[src/rtl/sprite_attr_loader.sv]
// Frame refresh sequencer: copies eight attribute bytes from memory into the sprite
// register file, and shares the register-file write port with a CPU requester.
module sprite_attr_loader #(
    parameter int          ADDR_W    = 8,
    parameter int unsigned BASE_ADDR = 0,
    parameter int          TIMEOUT   = 16
) (
    input  logic              Clk,
    input  logic              Reset,
    input  logic              frame_start,
    output logic              mem_req,
    output logic [ADDR_W-1:0] mem_addr,
    input  logic              mem_ack,
    input  logic [7:0]        mem_rdata,
    input  logic              cpu_wr,
    input  logic [2:0]        cpu_sel,
    input  logic [7:0]        cpu_data,
    output logic              cpu_ready,
    output logic              Load,
    output logic [2:0]        select,
    output logic [7:0]        Data_in,
    output logic              busy,
    output logic              done,
    output logic              err,
    output logic              overrun
);

    typedef enum logic [1:0] {IDLE, REQ, WRITE, DONE} state_t;

    localparam logic [7:0] TLAST = 8'(TIMEOUT - 1);

    state_t     state;
    state_t     state_next;
    logic [2:0] idx;
    logic [7:0] tcnt;
    logic [7:0] dbuf;

    always_ff @(posedge Clk) begin
        if (!Reset) begin
            state   <= IDLE;
            idx     <= 3'd0;
            tcnt    <= 8'd0;
            dbuf    <= 8'd0;
            err     <= 1'b0;
            overrun <= 1'b0;
        end else begin
            state <= state_next;
            case (state)
                IDLE: begin
                    if (frame_start) begin
                        idx  <= 3'd0;
                        tcnt <= 8'd0;
                        err  <= 1'b0;
                    end
                end
                REQ: begin
                    if (mem_ack) begin
                        dbuf <= mem_rdata;
                    end else if (tcnt == TLAST) begin
                        dbuf <= 8'h00;
                        err  <= 1'b1;
                    end else begin
                        tcnt <= tcnt + 8'd1;
                    end
                end
                WRITE: begin
                    if (idx != 3'd7) begin
                        idx  <= idx + 3'd1;
                        tcnt <= 8'd0;
                    end
                end
                default: begin
                end
            endcase
            // A refresh already in flight is never restarted; the extra pulse is only recorded.
            if (frame_start && state != IDLE) begin
                overrun <= 1'b1;
            end
        end
    end

    always_comb begin
        state_next = state;
        case (state)
            IDLE:  if (frame_start) state_next = REQ;
            REQ:   if (mem_ack || tcnt == TLAST) state_next = WRITE;
            WRITE: state_next = (idx == 3'd7) ? DONE : REQ;
            DONE:  state_next = IDLE;
            default: state_next = IDLE;
        endcase
    end

    // Outputs are gated by Reset so nothing leaks onto the buses while reset is held.
    always_comb begin
        mem_req   = Reset && (state == REQ);
        mem_addr  = ADDR_W'(BASE_ADDR) + ADDR_W'(idx);
        cpu_ready = Reset && (state != WRITE);
        busy      = Reset && (state != IDLE);
        done      = Reset && (state == DONE);
        Load      = 1'b0;
        select    = 3'd0;
        Data_in   = 8'd0;
        if (Reset) begin
            if (state == WRITE) begin
                Load    = 1'b1;
                select  = idx;
                Data_in = dbuf;
            end else if (cpu_wr) begin
                Load    = 1'b1;
                select  = cpu_sel;
                Data_in = cpu_data;
            end
        end
    end

endmodule

[config.mk]
export PLATFORM = sky130hd
export DESIGN_NAME = sprite_attr_loader
export DESIGN_NICKNAME = d
export VERILOG_FILES = /design/src/rtl/sprite_attr_loader.sv
export SDC_FILE = /design/constraint.sdc
export NUM_CORES = 1
export LEC_CHECK = 0
export ABC_CLOCK_PERIOD_IN_PS = 2200
export BUFFER_PORTS_ARGS = -buffer_cell sky130_fd_sc_hd__buf_2
export CAP_MARGIN = 40
export CELL_PAD_IN_SITES_DETAIL_PLACEMENT = 2
export CELL_PAD_IN_SITES_GLOBAL_PLACEMENT = 2
export CORE_ASPECT_RATIO = 0.6
export CORE_MARGIN = 10
export CORE_UTILIZATION = 26
export DETAILED_ROUTE_END_ITERATION = 12
export MAX_ROUTING_LAYER = met4
export PLACE_DENSITY_LB_ADDON = 0.1
export SLEW_MARGIN = 0
export SYNTH_ARGS = -nofsm -noshare
export SYNTH_HDL_FRONTEND = slang
export SYNTH_SLANG_ARGS = --single-unit
export TNS_END_PERCENT = 5
[constraint.sdc]
create_clock -name Clk -period 2.2 [get_ports Clk]
set_clock_uncertainty 0.15 [all_clocks]
set_input_delay 0.44 -clock Clk [delete_from_list [all_inputs] [get_ports Clk]]
set_output_delay 0.44 -clock Clk [all_outputs]
set_load 0.1 [all_outputs]
; ---- Yosys cells after proc, flatten, opt, wreduce, memory -nomap -nowiden
; Cells that the tools add are included.
[totals]
regBits = 23
out_inout_bits = 26
input_bits = 24
wordCells = 65
[classes]
eq_ne = 13
add_sub_neg = 2
n_reduce_logical = 17
muxes = 27
[op_table]
columns = op, count
row1 = two-way mux 8 bit, 9
row2 = case mux 8 bit (3 select lines), 1
row3 = two-way mux 3 bit, 5
row4 = "!= test 2 bit, second input constant", 7
row5 = "adder 8 x 1 -> 8 bit, second input constant", 1
row6 = "== test 8 x 4 -> 1 bit, second input constant", 1
row7 = case mux 2 bit (4 select lines), 1
row8 = nonzero test 2 bit, 4
row9 = two-way mux 1 bit, 6
row10 = two-way mux 2 bit, 3
row11 = case mux 3 bit (2 select lines), 1
row12 = logical AND 1 bit, 5
row13 = AND reduction 5 bit, 1
row14 = "== test 2 bit, second input constant", 2
row15 = AND reduction 2 bit, 2
row16 = AND reduction 4 bit, 1
row17 = "adder 3 x 1 -> 3 bit, second input constant", 1
row18 = "== test 3 bit, second input constant", 1
row19 = "!= test 3 bit, second input constant", 1
row20 = AND reduction 3 bit, 1
row21 = nonzero test 3 bit, 1
row22 = "== test 2 x 1 -> 1 bit, second input constant", 1
row23 = logical NOT 2 bit, 1
row24 = case mux 1 bit (2 select lines), 1
row25 = logical OR 1 bit, 1

; ---- Longest topological paths before layout
[logic_depth]
ltp_word = 4
ltp_mapped = 7
mapped_depth_nobuf = 6

; ---- Least setup slack after synthesis
; OpenSTA, ideal clock, no wires.
[synth_path]
path_kind = reg-to-output
start = reg state[1]
end = out select[0]
arrival_ps = 2587
slack_ps = -977
path_buffers = 2
required_ps = 1610
path_stages_with_launch = 6
path_cell_list = dfxtp_1 -> buf_2 -> nor2b_1 -> buf_2 -> nand2_1 -> a21oi_1
[synth_between]
elab_chain_cells = 3
[synth_lines]
columns = item, line_no
row1 = start: declaration, 32  ; state_t state;
row2 = start signal: assignment, 47  ; state <= state_next;
row3 = == test 2 bit, 104  ; if (state == WRITE) begin
row4 = two-way mux 3 bit, 104
row5 = two-way mux 3 bit, 103  ; if (Reset) begin
row6 = end: declaration, 20  ; output logic [2:0] select,
; Every way passes these cells.

; ---- Worst setup path in the final report
[layout_path]
start = reg state[0]
end = out select[1]
; The elaborated chain is that of the path after synthesis.

==> out/metrics.cfg <==
[status]
status = complete, no violations

[timing]
slew_viol_final = 0
worst_pin_slew_ns = 0.516
relSlewSlack = 0.655
finalSetupViolCount = 0
worst_slack_ns = 0.104
hold_violations = 0
finalCritPeriodShare = 0.953
timing.fmax_mhz = 477
timing.final.crit_period_ns = 2.10
tns_ns = 0

[clock_tree]
cts_root_buf = clkbuf_8
ctsHoldBuffers = 0
clk_latency_ns = 0.27
clk_pin_slew_worst_paths_ns = 0.09
cts_buffers = 3
cts_num_sinks = 23
cts_tree = yes
cts.path.max_buffers = 2
htree_levels = 1

[route]
post_drt_wl_per_cell_um = 18.7
drt-met1-wl_mm = 2.52
drt-total-wl_mm = 5.32
postRouteAntennaNets = 0
first_iter_violations = 37
wl_met3_um = 186
wl_met2_mm = 2.54
routed_via_density = 5.24
via_count = 1494
detail_route.first_pass.iterations = 4
drc = 0
routed.top_layer = met4

[critical_path]
required_ns = 1.61
end_kind = primary output
path_max_fanout = 11
reg2reg_depth = 5
worstPathArrival_ns = 1.51
crit_type = flop to primary output
setup.worst_path.start_class = flop

[yosys]
yosysMostFrequentCell = dfxtp_1
syn_inst = 175
synth-edff-count = 0
synthArstFlopShare = 0
yosys_register_bits = 23
yosys_warnings = 0
yosysTopAreaCell = dfxtp_1
synth.top_cell.area_share = 0.341
netlist_area_um2 = 1350
post_synth.cell_area_avg_um2 = 7.71
seq_area_frac_synth = 0.341
synth_common_cells = dfxtp_1, nand2_1, a21oi_1
ys_types = 38
synth_top_flop_cell = dfxtp_1
synth_area_leaders = dfxtp_1, a21oi_1, a32o_1

[pwr]
powerDensity_nw_per_um2 = 535
switching_power_mw = 0.412
sw_frac_of_total = 0.382
p_leak_nw = 0.787
peakVddDrop_mv = 0.218
p_int_mw = 0.666
pwr-share-clk = 0.262
comb_power_share = 0.335
seq_power_share = 0.404

[grt]
antenna_found_initial = 0
grt_pass1_vias = 1642
grt_max_degree = 17
grt_pass1_wl_mm = 8.36
grt.total_usage = 0.124
grt_overflow_total = 0

[worst_hold_path]
hp-class = input pin to flop
whs_path_depth = 2

[layout]
layout-drive-gt1-share = 0.361
n_antenna_cell = 0
design_area_um2 = 2020
areaGrowthSynthToFinish_pct = 49.4
nets = 247

[place]
port_buffers = 44
hpwl_mm = 4.23
gp_congestion = 0.778
preCtsSetupSlack_ns = 0.195
post_dp_cell_area_um2 = 1960

[floorplan]
io_pins = 50
core.rowCount = 20
die_x_um = 113
core_area_um2 = 5030
start_util = 0.268
die_y_um = 75.8
die_area_um2 = 8560

[flow_run]
maxCapViolCount = 0

repair_timing:
action                                  4_1_cts  5_1_grt
setup buffers                                 0        0
gates cloned                                  0        0
endpoints found under the setup margin       11       12
gates resized for setup                       2        4
hold endpoints to repair                      0        0
registers in the layout, indices dropped and copies added (netlist names):
register	flops
tcnt	8
overrun	1
state	2
err	1
idx	3
dbuf	8
critical path: stages (launching register included):
cell	delay [ns]
dfxtp_1	0.39
nand2b_2	0.27
nand3_1	0.18
a21oi_4	0.20
buf_12	0.19
cell families (layout without fill, tap and decap cells):
kind of cell	Yosys count	count (layout)	synth area share
flip-flops	23	23	0.341
adder cells (fa/ha/maj)	3	3	0.0278
AND/OR/NAND/NOR	73	73	0.285
buffers and inverters	23	63	0.0826
other	1	5	0.00278
AO/OA/AOI/OAI	52	52	0.261
power by group through the flow:
| stage | clock (mW) | combinational, mW | sequential (mW) |
|---|---|---|---|
| after detailed placement | 0 | 0.361 | 0.446 |
| after CTS | 0.290 | 0.362 | 0.436 |
| after global routing | 0.313 | 0.381 | 0.437 |
| after floorplan | 0 | 0.231 | 0.457 |
| after global placement | 0 | 0.351 | 0.445 |
| final | 0.282 | 0.361 | 0.435 |
metal layers:
layer	vias up	global-route usage
li1	717	-
met1	735	0.149
met2	34	0.206
met3	8	0.0291
met4	0	0.0364
met5	-	-
metrics by stage:
step	std cells	total power [mW]	utilization	hold slack (ns)
6_report	285	1.08	0.401	0.223
5_1_grt	285	1.13	0.401	0.224
4_1_cts	285	1.09	0.399	0.216
3_5_place_dp	281	0.806	0.389	0.302
3_3_place_gp	281	0.796	0.389	0.282
2_1_floorplan	179	0.688	-	0.304
placed cells by master (no fill, tap or decap), types with 2 or more instances in the layout:
master / n
or4_1: 3
clkbuf_8: 3
a32o_1: 8
dfxtp_1: 22
nand3_1: 16
a21o_1: 3
ha_1: 3
a31oi_1: 3
o211ai_1: 3
a21oi_1: 9
inv_1: 5
nand2b_1: 3
nor2b_1: 3
nor2_2: 2
buf_12: 16
buf_4: 10
a21oi_4: 3
and2_1: 2
nand2_1: 21
o21ai_0: 4
nor2_1: 9
conb_1: 5
a21oi_2: 8
nor4bb_1: 2
a32oi_1: 3
buf_2: 28
a22oi_1: 2
final timing paths:
check	start	end	slack, ns
worst max-delay path	state[0]	select[1]	0.10
worst min-delay path	mem_rdata[4]	dbuf[4]	0.22
worst max register to register	idx[0]	tcnt[7]	0.20
worst min register to register	overrun	overrun	0.31
layout make-up:
class / instances / area [µm²]
Timing Repair Buffer: 54 / 536
Fill cell: 573 / 3010
Clock buffer: 3 / 41.3
Tap cell: 66 / 82.6
Inverter: 5 / 18.8
Clock inverter: 1 / 5.00
Sequential cell: 23 / 464
Multi-Input combinational cell: 133 / 868
No activity file was read; power rests on OpenSTA's default activity.
